`config.mk`:
```
export PLATFORM = sky130hd
export DESIGN_NAME = add_sub_pipe_flat
export DESIGN_NICKNAME = d
export VERILOG_FILES = /design/src/rtl/add_sub_pipe_if.sv /design/src/rtl/add_sub_pipe.sv /design/src/flat_wrapper.sv
export SDC_FILE = /design/constraint.sdc
export NUM_CORES = 1
export LEC_CHECK = 0
export ABC_CLOCK_PERIOD_IN_PS = 2000
export CAP_MARGIN = 20
export CORE_ASPECT_RATIO = 0.9
export CORE_UTILIZATION = 30
export CTS_CLUSTER_DIAMETER = 150
export DETAILED_ROUTE_END_ITERATION = 6
export HOLD_SLACK_MARGIN = 0.08
export PLACE_DENSITY_LB_ADDON = 0.3
export SLEW_MARGIN = 20
export SYNTH_ARGS = -nofsm -noshare
export SYNTH_HDL_FRONTEND = slang
export SYNTH_SLANG_ARGS = --single-unit
```
`constraint.sdc`:
```
create_clock -name clk -period 2 [get_ports clk]
set_clock_uncertainty 0.2 [all_clocks]
set_input_delay 0.3 -clock clk [delete_from_list [all_inputs] [get_ports clk]]
set_output_delay 0.3 -clock clk [all_outputs]
set_load 0.05 [all_outputs]
```
`src/rtl/add_sub_pipe_if.sv`:
```
// Streaming operand/result bundle for add_sub_pipe: valid/ready on both sides
// plus the operand and flag payloads.
interface add_sub_pipe_if #(
  parameter int WIDTH = 8
);
  logic             in_valid;
  logic             in_ready;
  logic [WIDTH-1:0] a;
  logic [WIDTH-1:0] b;
  logic             cin;
  logic             sub;
  logic             out_valid;
  logic             out_ready;
  logic [WIDTH-1:0] sum;
  logic             carry;
  logic             overflow;

  modport master (
    output in_valid, a, b, cin, sub, out_ready,
    input  in_ready, out_valid, sum, carry, overflow
  );

  modport slave (
    input  in_valid, a, b, cin, sub, out_ready,
    output in_ready, out_valid, sum, carry, overflow
  );
endinterface

```
`src/rtl/add_sub_pipe.sv`:
```
// Pipelined WIDTH-bit adder/subtractor split into STAGES carry segments with a
// registered carry between segments; valid/ready on both ends, global stall.
module add_sub_pipe #(
  parameter int WIDTH  = 8,
  parameter int STAGES = 2
) (
  input logic           clk,
  input logic           rst_n,
  add_sub_pipe_if.slave bus
);
  localparam int SEG = WIDTH / STAGES;

  if (STAGES < 1 || STAGES > WIDTH || (WIDTH % STAGES) != 0) begin : g_bad_cfg
    $error("add_sub_pipe: STAGES must be in 1..WIDTH and divide WIDTH");
  end

  function automatic logic [SEG:0] seg_add(input logic [SEG-1:0] x,
                                           input logic [SEG-1:0] y,
                                           input logic           ci);
    return {1'b0, x} + {1'b0, y} + {{SEG{1'b0}}, ci};
  endfunction

  logic             en;
  logic [WIDTH-1:0] a_p0;
  logic [WIDTH-1:0] b_p0;
  logic             cy_p0;
  logic             vld_p0;

  assign en           = !bus.out_valid || bus.out_ready;
  assign bus.in_ready = en;

  // p0: accept and condition operands (subtract = add ~b with carry-in 1)
  always_ff @(posedge clk or negedge rst_n) begin
    if (!rst_n) begin
      a_p0   <= '0;
      b_p0   <= '0;
      cy_p0  <= 1'b0;
      vld_p0 <= 1'b0;
    end else if (en) begin
      vld_p0 <= bus.in_valid;
      a_p0   <= bus.a;
      b_p0   <= bus.sub ? ~bus.b : bus.b;
      cy_p0  <= bus.sub | bus.cin;
    end
  end

  for (genvar k = 0; k < STAGES; k++) begin : g_stg
    // Operand bits not yet consumed: the skew registers shrink by SEG per stage
    localparam int REM = WIDTH - k * SEG;

    logic [REM-1:0]         a_rem;
    logic [REM-1:0]         b_rem;
    logic                   c_in;
    logic                   v_in;
    logic [SEG:0]           add_res;
    logic [(k+1)*SEG-1:0]   sum_d;
    logic [(k+1)*SEG-1:0]   sum_q;
    logic                   cy_q;
    logic                   vld_q;

    if (k == 0) begin : g_first
      assign a_rem = a_p0;
      assign b_rem = b_p0;
      assign c_in  = cy_p0;
      assign v_in  = vld_p0;
      assign sum_d = add_res[SEG-1:0];
    end else begin : g_next
      assign a_rem = g_stg[k-1].g_pass.a_q;
      assign b_rem = g_stg[k-1].g_pass.b_q;
      assign c_in  = g_stg[k-1].cy_q;
      assign v_in  = g_stg[k-1].vld_q;
      assign sum_d = {add_res[SEG-1:0], g_stg[k-1].sum_q};
    end

    assign add_res = seg_add(a_rem[SEG-1:0], b_rem[SEG-1:0], c_in);

    // p(k+1): segment k result, lower segments deskewed alongside
    always_ff @(posedge clk or negedge rst_n) begin
      if (!rst_n) begin
        sum_q <= '0;
        cy_q  <= 1'b0;
        vld_q <= 1'b0;
      end else if (en) begin
        sum_q <= sum_d;
        cy_q  <= add_res[SEG];
        vld_q <= v_in;
      end
    end

    if (k < STAGES - 1) begin : g_pass
      logic [REM-SEG-1:0] a_q;
      logic [REM-SEG-1:0] b_q;

      always_ff @(posedge clk or negedge rst_n) begin
        if (!rst_n) begin
          a_q <= '0;
          b_q <= '0;
        end else if (en) begin
          a_q <= a_rem[REM-1:SEG];
          b_q <= b_rem[REM-1:SEG];
        end
      end
    end else begin : g_last
      logic ovf_q;

      // a^b^sum at the MSB recovers the carry into the MSB
      always_ff @(posedge clk or negedge rst_n) begin
        if (!rst_n) begin
          ovf_q <= 1'b0;
        end else if (en) begin
          ovf_q <= a_rem[SEG-1] ^ b_rem[SEG-1] ^ add_res[SEG-1] ^ add_res[SEG];
        end
      end
    end
  end

  assign bus.out_valid = g_stg[STAGES-1].vld_q;
  assign bus.sum       = g_stg[STAGES-1].sum_q;
  assign bus.carry     = g_stg[STAGES-1].cy_q;
  assign bus.overflow  = g_stg[STAGES-1].g_last.ovf_q;
endmodule

```
`src/flat_wrapper.sv`:
```
// flat-port wrapper written by rule: the top's interface ports become plain ports
module add_sub_pipe_flat 
#(
  parameter int WIDTH  = 8,
  parameter int STAGES = 2
)
  (clk, rst_n, bus_in_valid, bus_a, bus_b, bus_cin, bus_sub, bus_out_ready, bus_in_ready, bus_out_valid, bus_sum, bus_carry, bus_overflow);
  add_sub_pipe_if #(.WIDTH(WIDTH)) bus_i ();
  input logic clk;
  input logic rst_n;
  input wire logic [$bits(bus_i.in_valid)-1:0] bus_in_valid;
  input wire logic [$bits(bus_i.a)-1:0] bus_a;
  input wire logic [$bits(bus_i.b)-1:0] bus_b;
  input wire logic [$bits(bus_i.cin)-1:0] bus_cin;
  input wire logic [$bits(bus_i.sub)-1:0] bus_sub;
  input wire logic [$bits(bus_i.out_ready)-1:0] bus_out_ready;
  output wire logic [$bits(bus_i.in_ready)-1:0] bus_in_ready;
  output wire logic [$bits(bus_i.out_valid)-1:0] bus_out_valid;
  output wire logic [$bits(bus_i.sum)-1:0] bus_sum;
  output wire logic [$bits(bus_i.carry)-1:0] bus_carry;
  output wire logic [$bits(bus_i.overflow)-1:0] bus_overflow;
  assign bus_i.in_valid = bus_in_valid;
  assign bus_i.a = bus_a;
  assign bus_i.b = bus_b;
  assign bus_i.cin = bus_cin;
  assign bus_i.sub = bus_sub;
  assign bus_i.out_ready = bus_out_ready;
  assign bus_in_ready = bus_i.in_ready;
  assign bus_out_valid = bus_i.out_valid;
  assign bus_sum = bus_i.sum;
  assign bus_carry = bus_i.carry;
  assign bus_overflow = bus_i.overflow;
  add_sub_pipe #(.WIDTH(WIDTH), .STAGES(STAGES)) u_core (.clk(clk), .rst_n(rst_n), .bus(bus_i));
endmodule
```
---- Word-level counts from Yosys, hierarchy flattened ----
Index checks and enable logic that the tools add are counted.
Widths: inputs -> output; s select.
storage, ports and cells
  output and inout port bits .............. 12
  input port bits ......................... 22
  logic and storage cells ................. 25
  register bits ........................... 43
operators by class
  reductions and logical operators ........ 2
  bitwise gates (word level) .............. 5
  muxes and demuxes ....................... 1
  add/sub/neg operators ................... 4
operators by type and width
  kind              number
  $add 4x4->5       2
  $add 5x1->5       2
  $mux 8            1
  $not 8->8         1
  $xor 1x1->1       3
  $logic_not 1->1   1
  $logic_or 1x1->1  1
  $or 1x1->1        1

---- Logic depth before layout (Yosys ltp) ----
Gate-level depths: netlist (run 1).
  depth in word-level cells ............... 4
  gate-level depth with buffers ........... 7
  gate-level depth less buffers ........... 7

---- Worst setup path after synthesis (run 1) ----
Ideal clock, no wire load.
  kind .................................... register to register
  start ................................... register u_core.g_stg[0].g_pass.b_q[0]
  end ..................................... register u_core.g_stg[1].g_last.ovf_q, in the netlist u_core.bus.overflow
  path buffers ............................ 0
  period minus slack after synthesis ...... 1,831 ps
  required time ........................... 1,673 ps
  setup slack ............................. 169 ps
  arrival time ............................ 1,503 ps
  setup time .............................. 127 ps
  cell stages (with the launch flop) ...... 8
  cell sequence ........................... dfrtp_1 > fa_1 > inv_1 > fa_1 > nand2b_1 > a21oi_1 > xor2_1 > a21oi_1
between the ends
  cells in the longest elaborated chain, start to end .. 4
RTL lines
  element                   RTL line             source
  start: declaration        add_sub_pipe.sv:92   logic [REM-SEG-1:0] b_q;
  start signal: assignment  add_sub_pipe.sv:100  b_q <= b_rem[REM-1:SEG];
  $add 4x4->5 (*)           add_sub_pipe.sv:20   return {1'b0, x} + {1'b0, y} + {{SEG{1'b0}}, ci};
  $add 5x1->5 (*)           add_sub_pipe.sv:20
  $xor 1x1->1               add_sub_pipe.sv:111  ovf_q <= a_rem[SEG-1] ^ b_rem[SEG-1] ^ add_res[SEG-1] ^ add_res[SEG];
  $xor 1x1->1 (*)           add_sub_pipe.sv:111
  end signal: assignment    add_sub_pipe.sv:111
  end: declaration          add_sub_pipe.sv:104  logic ovf_q;
Every way passes the cells marked *; elsewhere a longest branch is shown, timed or not.
A chain may end at the register's enable or synchronous reset.

---- Final worst setup path (run 1) ----
  start ................................... register u_core.g_stg[1].g_last.ovf_q, in the netlist u_core.bus.overflow
  end ..................................... output port bus_overflow
RTL lines
  element           RTL line            source
  end: declaration  flat_wrapper.sv:21  output wire logic [$bits(bus_i.overflow)-1:0] bus_overflow;
No word-level cell between the ends.

==> impl_metrics.toml, run 1 <==
[clocking]
cts_tree = "done"
cts_buffers = 5
clock-sinks = 43
clockBufferDepth = 2
path_clk_slew_ps = 80
clk_latency_ps = 290
cts_root_buf = "clkbuf_8"
h-tree-depth = 2

[place]
place.port_buffers = 33
place_hpwl_mm = 2.256
dp_cells = 271
place_congestion = 0.7227

[sta]
tightest_slew_ps = 498.9
timing.hold.ws_ps = 279.7
hold_violations = 0
setup_viol = 0
maxSlewViolCount = 0
maxSlewHeadroom = 0.6669
min_period_over_period = 0.9772
finalSetupTns_ps = 0
period_minus_slack_ps = 1954
rsz0062_at_grt = "false"
max_freq_ghz = 0.5117

[synthesis]
ys_warn_count = 0
syn-cell-area_mm2 = 0.002021
syn_nets = 187
ys_types = 18
seq_area_frac_synth = 0.5325
synthCells = 155
avgSynthCellArea_um2 = 13.04
synth-seq-cells = 43

[drt]
drtAntennaViolNets = 0
routedWlPerCell_um = 11.36
vias_per_cell = 4.160
post-route-drc-count = 0
drt_iter0_drc = 51
drtPass1Iterations = 4
vias = 1169
wl_mm = 3.192

[finish]
synthToLayoutAreaGrowth_pct = 27.12
num-nets-final = 225
drive_gt1_frac = 0.2474
layout.cells.non_filler = 281
diodes = 0
most-common-layout-cells = "dfrtp_1 (43), clkdlybuf4s50_1 (25), mux2_4 (19), nor2_1 (18), a21oi_1 (16)"
final_common_cell = "dfrtp_1"

[worst_hold_path]
hold_path_class = "reg2reg"

[critical_path]
crit_chain = "clkdlybuf4s50_1"
critPathTopFamily = "buffers and inverters"
critPathRequiredTime_ps = 1500
path_buf_inv = 1
critical-path-max-stage-delay_ps = 810
worstSetupEndpointType = "output pin"
setup.worst_path.class = "reg2out"
slowest_stage = "clkdlybuf4s50_1"
worstPathArrival_ps = 1450
worstPathMaxFanout = 2
critPathLaunchType = "flop"

[pwr]
power_density_mw_per_mm2 = 1401
power.total_w = 0.003599
ir_drop_mv = 0.4282
leakagePower_nw = 1.168

[floorplan]
num_rows = 27
start_util = 0.3199
die_w_um = 88.51
die_y_um = 79.86
die_area_mm2 = 0.007068
io_pins = 34
core_area_mm2 = 0.006317

[global_route]
grt_max_degree = 39
grt_first_pass_wirelength_mm = 5.409
antenna_found_initial = 0
grt_pass1_vias = 1174
grt_util_all_layers = 0.1022
grt_overflow = 0

[run]
cap_violations = 0

[run_status]
status = "completed"
-- flip-flops by register name, summed over array words and instances (netlist names) --
register and flops:
u_core.bus.carry 1, u_core.g_stg.v_in 1, u_core.g_stg.cy_q 1, u_core.g_stg.vld_q 1, u_core.cy_p0 1, u_core.a_p0 8, u_core.b_p0 8, u_core.bus.out_valid 1
u_core.g_stg.sum_q 4, u_core.g_stg.g_pass.a_q 4, u_core.g_stg.g_pass.b_q 4, u_core.bus.sum 8, u_core.bus.overflow 1
-- through the flow --
step / util / area [µm²] / setup slack (ps)
floorplan: - / 2021 / 169.4
global placement: 0.3886 / 2455 / 106.2
detailed placement: 0.3886 / 2455 / 81.28
CTS: 0.4036 / 2550 / 28.13
global route: 0.4066 / 2569 / 6.208
finish: 0.4066 / 2569 / 45.63
-- path summary, 6_finish.rpt --
| kind | startpoint | endpoint | slack, ps | depth (start not counted) |
|---|---|---|---|---|
| max in group asynchronous | rst_n | u_core.g_stg[0].g_pass.a_q[1] | 800 | 3 |
| max | u_core.bus.overflow | bus_overflow | 50 | 1 |
| min reg2reg | u_core.g_stg[0].vld_q | u_core.bus.out_valid | 280 | 1 |
| min | u_core.g_stg[0].vld_q | u_core.bus.out_valid | 280 | 1 |
| max reg2reg | u_core.g_stg[0].g_pass.a_q[0] | u_core.bus.overflow | 110 | 7 |
| min in group asynchronous | rst_n | u_core.a_p0[1] | 310 | 2 |
-- cells in the mapped netlist --
cell type,n,area [µm²]
dfrtp_1,43,1076
mux2_4,19,285.3
nor2_1,18,67.56
a21oi_1,17,85.08
xnor2_1,8,70.07
inv_1,7,26.28
ha_1,6,75.07
xor2_1,5,43.79
buf_2,4,20.02
buf_6,4,45.04
fa_1,4,80.08
mux2_2,4,45.04
nand2_1,4,15.01
o21ai_0,4,20.02
a21o_1,3,22.52
a21oi_2,2,17.52
nand2b_1,2,12.51
nand2b_4,1,13.76
-- kinds of logic after synthesis --
| family | share of synthesized area |
|---|---|
| simple gates | 0.05386 |
| flops | 0.5325 |
| xor+xnor | 0.05635 |
| mux | 0.1635 |
| compound gates | 0.07183 |
| fa+ha+maj | 0.07678 |
| buf+inv | 0.04520 |
-- what timing repair did --
| action | 4_1_cts | 5_1_grt |
|---|---|---|
| setup endpoints to repair | 0 | 2 |
| resized for setup | 0 | 4 |
| buffers inserted | 0 | 1 |
| endpoints found under the hold margin | 20 | 0 |
| hold buffers | 1 | 0 |
-- worst register-to-register path: cells and delay by family, from the launching register on --
family | cells | cell delay, ps
XOR/XNOR | 1 | 160
buffers and inverters | 1 | 50
flip-flops | 1 | 400
adder cells (fa/ha/maj) | 2 | 560
AND/OR/NAND/NOR | 1 | 160
AO/OA/AOI/OAI | 2 | 250
-- power breakdown --
group	internal, W	total (W)	switching [W]
clock network	0.000244	0.000523	0.000279
logic	0.000809	0.00171	0.000904
registers	0.00118	0.00136	0.000187
-- area by class of cell --
| class | instances | area [µm²] |
|---|---|---|
| Timing Repair Buffer | 39 | 410.4 |
| Inverter | 7 | 26.28 |
| Tap cell | 87 | 108.9 |
| Multi-Input combinational cell | 97 | 862.1 |
| Sequential cell | 43 | 1076 |
| Clock inverter | 2 | 12.51 |
| Clock buffer | 6 | 72.57 |
| Fill cell | 624 | 3749 |
-- per-layer routing --
layer,part of all wire,GRT usage,wire (µm)
met5,0,0,0
met3,0.038,0.02792,120
met2,0.46,0.1485,1455
met1,0.50,0.1455,1590
met4,0.0081,0.03387,26
Note: power is estimated with default switching activity, not from simulation.
==> run 2: changes to the inputs <==
ABC_CLOCK_PERIOD_IN_PS = 1900   (was 2000)
CTS_CLUSTER_DIAMETER = 120   (was 150)
TNS_END_PERCENT = 20   (was not set)
clock period = 1.9 ns   (was 2 ns; I/O delays follow)
==> run 2 against run 1 <==
Critical path depth rose by 6. Largest power group unchanged. Combinational power rose by 11%. Sequential share of layout area shrank 1.3 points. Clock power rose by 39%. Via count up 2.9%. Sequential cell count stayed put. Hold slack worse by 6.1 ps. Sequential power rose by 6%. Count of clock-buffer cells in the layout unchanged. Wire length rose by 2.8%. Critical endpoint is now u_core.bus.overflow. Global-route usage is 0.39 points higher. Design area is 3.3% higher.
==> impl_metrics.toml, run 2 (synthesis results as in run 1) <==
[drt]
wl_mm = 3.282
vias = 1203
drtPass1Iterations = 4
drt_iter0_drc = 24
drtAntennaViolNets = 0
routedWlPerCell_um = 11.40
vias_per_cell = 4.177
post-route-drc-count = 0

[floorplan]
die_area_mm2 = 0.007068
io_pins = 34
core_area_mm2 = 0.006317
start_util = 0.3199
num_rows = 27
die_y_um = 79.86
die_w_um = 88.51

[critical_path]
worstPathMaxFanout = 2
rr_startpoint = "u_core.g_stg[0].cy_q"
r2r_slack_ps = 60
r2r-end = "u_core.bus.overflow"
critPathLaunchType = "flop"
crit_chain = "fa_2 -> inv_2 -> fa_2 -> nand2b_4 -> a21oi_4 -> xor2_1 -> a21oi_1"
cp_common_cell = "fa_2"
setup.worst_path.class = "reg2reg"
critical-path-max-stage-delay_ps = 390
worstSetupEndpointType = "flop"
slowest_stage = "dfrtp_1"
critPathRequiredTime_ps = 1880
worstPathArrival_ps = 1820
r2r_cells = 7

[sta]
period_minus_slack_ps = 1842
finalSetupTns_ps = 0
setup_viol = 0
timing.hold.ws_ps = 273.7
maxSlewViolCount = 0
min_period_over_period = 0.9692
max_freq_ghz = 0.5430
maxSlewHeadroom = 0.7160
tightest_slew_ps = 426.0
rsz0062_at_grt = "true"
hold_violations = 0

[place]
place_congestion = 0.6973
place.port_buffers = 33
dp_cells = 279
place_hpwl_mm = 2.446

[finish]
drive_gt1_frac = 0.3234
layout.cells.non_filler = 288
most-common-layout-cells = "dfrtp_1 (43), clkdlybuf4s50_1 (20), buf_4 (20), mux2_4 (19), nor2_1 (18)"
fill_cells = 621
diodes = 0
synthToLayoutAreaGrowth_pct = 31.33
fin_util = 0.4201
final_common_cell = "dfrtp_1"
num-nets-final = 232

[clocking]
cts_buffers = 5
clk_latency_ps = 290
path_clk_slew_ps = 80
clock-sinks = 43
clockBufferDepth = 2
cts_tree = "done"
h-tree-depth = 2
cts_setup_buffers = 0
cts_root_buf = "clkbuf_8"

[worst_hold_path]
hold_path_class = "in2async"

[pwr]
power.total_w = 0.004055
power_density_mw_per_mm2 = 1528
ir_drop_mv = 0.4447
leakagePower_nw = 1.225

[global_route]
grt_pass1_vias = 1217
grt_util_all_layers = 0.1061
grt_overflow = 0
antenna_found_initial = 0
grt_max_degree = 21
grt_first_pass_wirelength_mm = 5.533

[run]
cap_violations = 0

[run_status]
status = "completed"
[run 2: cell count changes in the layout (fill, tap and decap cells not counted), sizes merged]
cell / delta
buf: +13
clkinvlp: -1
dlymetal6s2s: -1
bufinv: +1
clkdlybuf4s50: -5
[run 2: stage by stage]
stage	worst slack (ps)	instance area [µm²]
floorplan	69.44	2021
global placement	41.73	2500
detailed placement	8.291	2500
CTS	11.86	2631
global route	-28.63	2654
finish	58.49	2654
[run 2: repair_timing]
item / in CTS / in global routing
hold endpoints to repair: 18 / 0
pin swaps: 0 / 4
gates resized for setup: 1 / 6
endpoints found under the setup margin: 1 / 3
hold buffers: 1 / 0
[run 2: worst max-delay path by stage]
stage	startpoint	end	slack, ps	cells past startpoint
floorplan	u_core.g_stg[0].g_pass.b_q[0]	u_core.bus.overflow	70	7
global placement	u_core.g_stg[0].g_pass.b_q[0]	u_core.bus.overflow	40	7
detailed placement	u_core.g_stg[0].g_pass.b_q[0]	u_core.bus.overflow	8	7
CTS	u_core.g_stg[0].g_pass.b_q[0]	u_core.bus.overflow	10	7
global route	u_core.g_stg[0].cy_q	u_core.bus.overflow	-30	7
finish	u_core.g_stg[0].cy_q	u_core.bus.overflow	60	7
[run 2: routing by layer]
metal | GRT usage | wire, µm | vias up
met5 | 0 | 0 | -
met3 | 0.02896 | 130 | 6
li1 | - | - | 602
met4 | 0.04839 | 50 | 0
met1 | 0.1402 | 1607 | 571
met2 | 0.1608 | 1493 | 24
[run 2: cell type report]
| cell class | count | area, µm² | share of cell area |
|---|---|---|---|
| clock inverters | 2 | 35.03 | 0.01320 |
| inverters | 7 | 26.28 | 0.009901 |
| flip-flops and latches | 43 | 1076 | 0.4055 |
| well taps | 87 | 108.9 | 0.04102 |
| repair buffers | 46 | 445.4 | 0.1678 |
| multi-input cells | 97 | 879.6 | 0.3314 |
| clock buffers | 6 | 82.58 | 0.03112 |
[run 2: critical path: cells and delay by family, from the launching register on]
family	cells	cell delay (ps)
DFF	1	390
AOI/OAI and AO/OA	2	240
and+or+nand+nor	1	150
xor gates and xnor gates	1	160
adders and majority gates	2	560
buffers and inverters	1	40
[run 2: power by group]
part           internal (W)  leakage (nW)  total [W]  switching (W)
clock              0.000425        0.0612   0.000726       0.000301
combinational      0.000903         0.670    0.00189       0.000990
sequential          0.00124         0.493    0.00144       0.000197
total               0.00257          1.22    0.00405        0.00149
==> patch 1: new RTL, settings of run 2 <==
`STAGES` is set to 2 in 2 places; all go to 1.
--- a/src/rtl/add_sub_pipe.sv
+++ b/src/rtl/add_sub_pipe.sv
@@ -4,3 +4,3 @@
   parameter int WIDTH  = 8,
-  parameter int STAGES = 2
+  parameter int STAGES = 1
 ) (
--- a/src/flat_wrapper.sv
+++ b/src/flat_wrapper.sv
@@ -4,3 +4,3 @@
   parameter int WIDTH  = 8,
-  parameter int STAGES = 2
+  parameter int STAGES = 1
 )
Check against the original RTL: not equivalent (Yosys sat finds a counterexample within 4 cycles, from zero or initial values and one cycle with rst_n low).
==> patch 1 against run 2 <==
  * The run now ends with setup timing left
  * Sequential power shrank 39%
  * Sequential share of layout area fell by 4.7 points
  * Sequential cell count is 14 lower
  * Total power fell by 35%
  * Cell area down 24%
  * Worst setup slack got worse by 240 ps
  * Global-route usage grew 2.6 points
  * Non-clock buffer count decreased by 2
  * Wire length fell by 13%
  * Synthesized area shrank 29%
  * Utilization grew 2.6 points
  * Critical path depth unchanged
  * Critical path type unchanged
  * Critical endpoint is now u_core.bus.sum[6]
  * Largest cell class is now multi-input combinational cells
  * Largest power group unchanged
  * Highest routed layer unchanged
==> patch 1: results (changes against run 2) <==
metric,value,unit,change
vias in the first global route,1122,,was 1217
via count,1048,,was 1203
P_seq,876,uW,was 1.44 mW
Pint,1.585,mW,was 2.567 mW
met3 Usage GRT,4.418,%,was 2.896%
Peak VDD IR,0.0004457,V,was 0.0004447 V
Pleak,0.8451,nW,was 1.225 nW
met1 Resource Use GR,15.91,%,was 14.02%
"Clk Latency, worst-skew pair",270,ps,was 290 ps
reg-to-reg endpoint,u_core.bus.sum[6],,was u_core.bus.overflow
Yosys cell types,24,,was 18
post-detail-place hpwl,2106,microns,was 2446 microns
clock slew at reported path FFs,60,ps,was 80 ps
Post-synth top cells,"dfrtp_1 (29), a21oi_1 (20), nor2_1 (17), mux2_2 (13), xnor2_1 (12)",,"was dfrtp_1 (43), mux2_4 (19), nor2_1 (18), a21oi_1 (17), xnor2_1 (8)"
Total GRT Usage,13.19,%,was 10.61%
Synthesized Nets,156,,was 187
gpl congestion,0.7711,,was 0.6973
Worst EP arrival,2030,ps,was 1820 ps
layout cells sized above 1,30.59,%,was 32.34%
Setup-failing EPs final,8,,was 0
failing checks,setup timing,,
Worst slew margin,76.02,%,was 71.60%
first-pass GRT wire length,4885,microns,was 5533 microns
per-cell routed wire length,12.35,microns,was 11.40 microns
CP Launch Point,u_core.a_p0[0],,was u_core.g_stg[0].cy_q
met2 usage,21.28,%,was 16.08%
TNS Setup,-814.7,ps,was 0 ps
worst setup margin,-185.2,ps,was 58.49 ps
status,"complete, but fails checks",,"was complete, no violations"
CP max stage delay,410,ps,was 390 ps
pre-CTS setup slack,-210.1,ps,was 8.291 ps
top area cells in the synthesized netlist,"dfrtp_1 (50%), mux2_2 (10%), xnor2_1 (7.3%)",,"was dfrtp_1 (53%), mux2_4 (14%), a21oi_1 (4.2%)"
==> patch 1: per-stage QoR <==
stage / cell area (sq um) / instances
3_3_place_gp: 1893 / 223
5_1_grt: 2027 / 232
6_report: 2027 / 232
3_5_place_dp: 1893 / 223
4_1_cts: 2012 / 231
2_1_floorplan: 1454 / 125
==> patch 1: logic make-up after synthesis <==
group / after synthesis / share of synthesized area, %
buffers and inverters: 6 / 2.166
AOI/OAI and AO/OA: 29 / 12.13
xor gates and xnor gates: 15 / 9.099
DFF: 29 / 50.26
adders and majority gates: 9 / 8.839
and+or+nand+nor: 24 / 7.366
muxes: 13 / 10.14
==> patch 1: cell type report <==
| class | instances | area [sq um] | share of cell area, % |
|---|---|---|---|
| Multi-Input combinational cell | 90 | 729.5 | 35.99 |
| Sequential cell | 29 | 725.7 | 35.80 |
| Timing Repair Buffer | 44 | 407.9 | 20.12 |
| Clock buffer | 7 | 86.33 | 4.259 |
| Tap cell | 62 | 77.57 | 3.827 |
==> patch 1: how the worst min path moves through the flow <==
stage,start,end,slack [ps],cells after the start
2_1_floorplan,rst_n,u_core.a_p0[0],-210,0
3_3_place_gp,u_core.g_stg[0].v_in,u_core.bus.out_valid,240,1
3_5_place_dp,u_core.g_stg[0].v_in,u_core.bus.out_valid,260,1
4_1_cts,rst_n,u_core.a_p0[7],210,2
5_1_grt,rst_n,u_core.bus.sum[0],220,2
6_report,rst_n,u_core.bus.sum[0],200,2
==> patch 1: repair_timing <==
action	4_1_cts	5_1_grt
hold buffers	0	0
endpoints found under the setup margin	8	8
pin swaps	9	3
buffers inserted	1	1
resized for setup	5	1
==> patch 1: routing by layer <==
layer,share of wire (%),vias to the layer above
met5,0,-
met4,1.5,0
met3,5.3,5
met2,45,27
met1,48,497
li1,-,519
==> patch 2: new RTL, flow settings as in run 2 <==
Made on the original files. Reset style: synchronous (`rst_n`), changed in 4 clocked blocks.
--- a/src/rtl/add_sub_pipe.sv
+++ b/src/rtl/add_sub_pipe.sv
@@ -32,3 +32,3 @@
   // p0: accept and condition operands (subtract = add ~b with carry-in 1)
-  always_ff @(posedge clk or negedge rst_n) begin
+  always_ff @(posedge clk) begin
     if (!rst_n) begin
@@ -77,3 +77,3 @@
     // p(k+1): segment k result, lower segments deskewed alongside
-    always_ff @(posedge clk or negedge rst_n) begin
+    always_ff @(posedge clk) begin
       if (!rst_n) begin
@@ -93,3 +93,3 @@
 
-      always_ff @(posedge clk or negedge rst_n) begin
+      always_ff @(posedge clk) begin
         if (!rst_n) begin
@@ -106,3 +106,3 @@
       // a^b^sum at the MSB recovers the carry into the MSB
-      always_ff @(posedge clk or negedge rst_n) begin
+      always_ff @(posedge clk) begin
         if (!rst_n) begin
Behaviour: differs if rst_n is asserted again (counterexample within 4 cycles, from zero or initial values and one cycle with rst_n low); with rst_n held inactive, the same outputs for 10 cycles.
==> patch 2 against run 2 <==
  * Sequential cell count did not move
  * Cell area is 8.2% lower
  * Die area is 2.9% lower
  * Synthesized area decreased by 3.0%
  * First-iteration DRC count increased by 100%
  * Wire length grew 12%
  * Worst setup slack improved by 24 ps
  * Cell count increased by 16%
  * Critical path type unchanged
  * Worst hold slack lost 21 ps
Power is not compared: it rests on default switching activity, and its combinational part moved more than twofold at a synthesized area within 25%.
==> patch 2: results (changes against run 2) <==
metric,value,unit,change
Inverters,8,,was 7
largest net degree at the start of global routing,47,,was 21
met2 wire len,1749,microns,was 1493 microns
met2 usage,19.29,%,was 16.08%
DR iter-0 viols,49,,was 24
Worst EP arrival,1850,ps,was 1820 ps
top area cells in the synthesized netlist,"dfxtp_1 (44%), nand2_1 (12%), a21boi_0 (5.7%)",,"was dfrtp_1 (53%), mux2_4 (14%), a21oi_1 (4.2%)"
fraction of area in multi-input gates,39.65,%,was 33.14%
placed insts,327,,was 279
"Seq/Total Area, Yosys",43.91,%,was 53.25%
Final non-clock buffer share,15.82,%,was 16.78%
vias in the first global route,1387,,was 1217
Mapped Cells,215,,was 155
met1 Resource Use GR,14.73,%,was 14.02%
"count leader, synth",nand2_1,,was dfrtp_1
Pwr Total,1.890,mW,
final WL,3663,microns,was 3282 microns
fin cells,335,,was 288
"slowest stage cell, crit path",fa_1,,was dfrtp_1
clkbuf count,7,,was 6
first-pass GRT wire length,6299,microns,was 5533 microns
Seq area share,35.49,%,was 40.55%
Synth area leader,dfxtp_1,,was dfrtp_1
area of placed instances,2340,sq um,was 2500 sq um
mux share of post-synthesis cell area,0,%,was 16.35%
gpl congestion,0.7361,,was 0.6973
status,"complete, no violations",,unchanged
patch 2: cell count changes after synthesis, moves of 3 or more:
cell      delta
nand2_1     +60
dfrtp_1     -43
dfxtp_1     +43
mux2_4      -19
a21boi_0    +15
nor2_1      -15
a21oi_1     -13
a21boi_1    +11
o211a_1     +11
clkbuf_1     +4
mux2_2       -4
xor2_1       -4
o21ai_1      +3
patch 2: worst max-delay path: cells and delay by family (launching register included):
| kind | cells | cell delay [ps] |
|---|---|---|
| xor gates and xnor gates | 1 | 130 |
| adders and majority gates | 2 | 610 |
| buffers and inverters | 1 | 50 |
| DFF | 1 | 350 |
| and+or+nand+nor | 1 | 170 |
| AOI/OAI and AO/OA | 2 | 240 |
patch 2: cell families (layout without fill, tap and decap cells):
family | after synthesis | after routing
adders and majority gates | 10 | 10
buffers and inverters | 24 | 57
DFF | 43 | 43
and+or+nand+nor | 76 | 76
AOI/OAI and AO/OA | 51 | 51
xor gates and xnor gates | 11 | 11
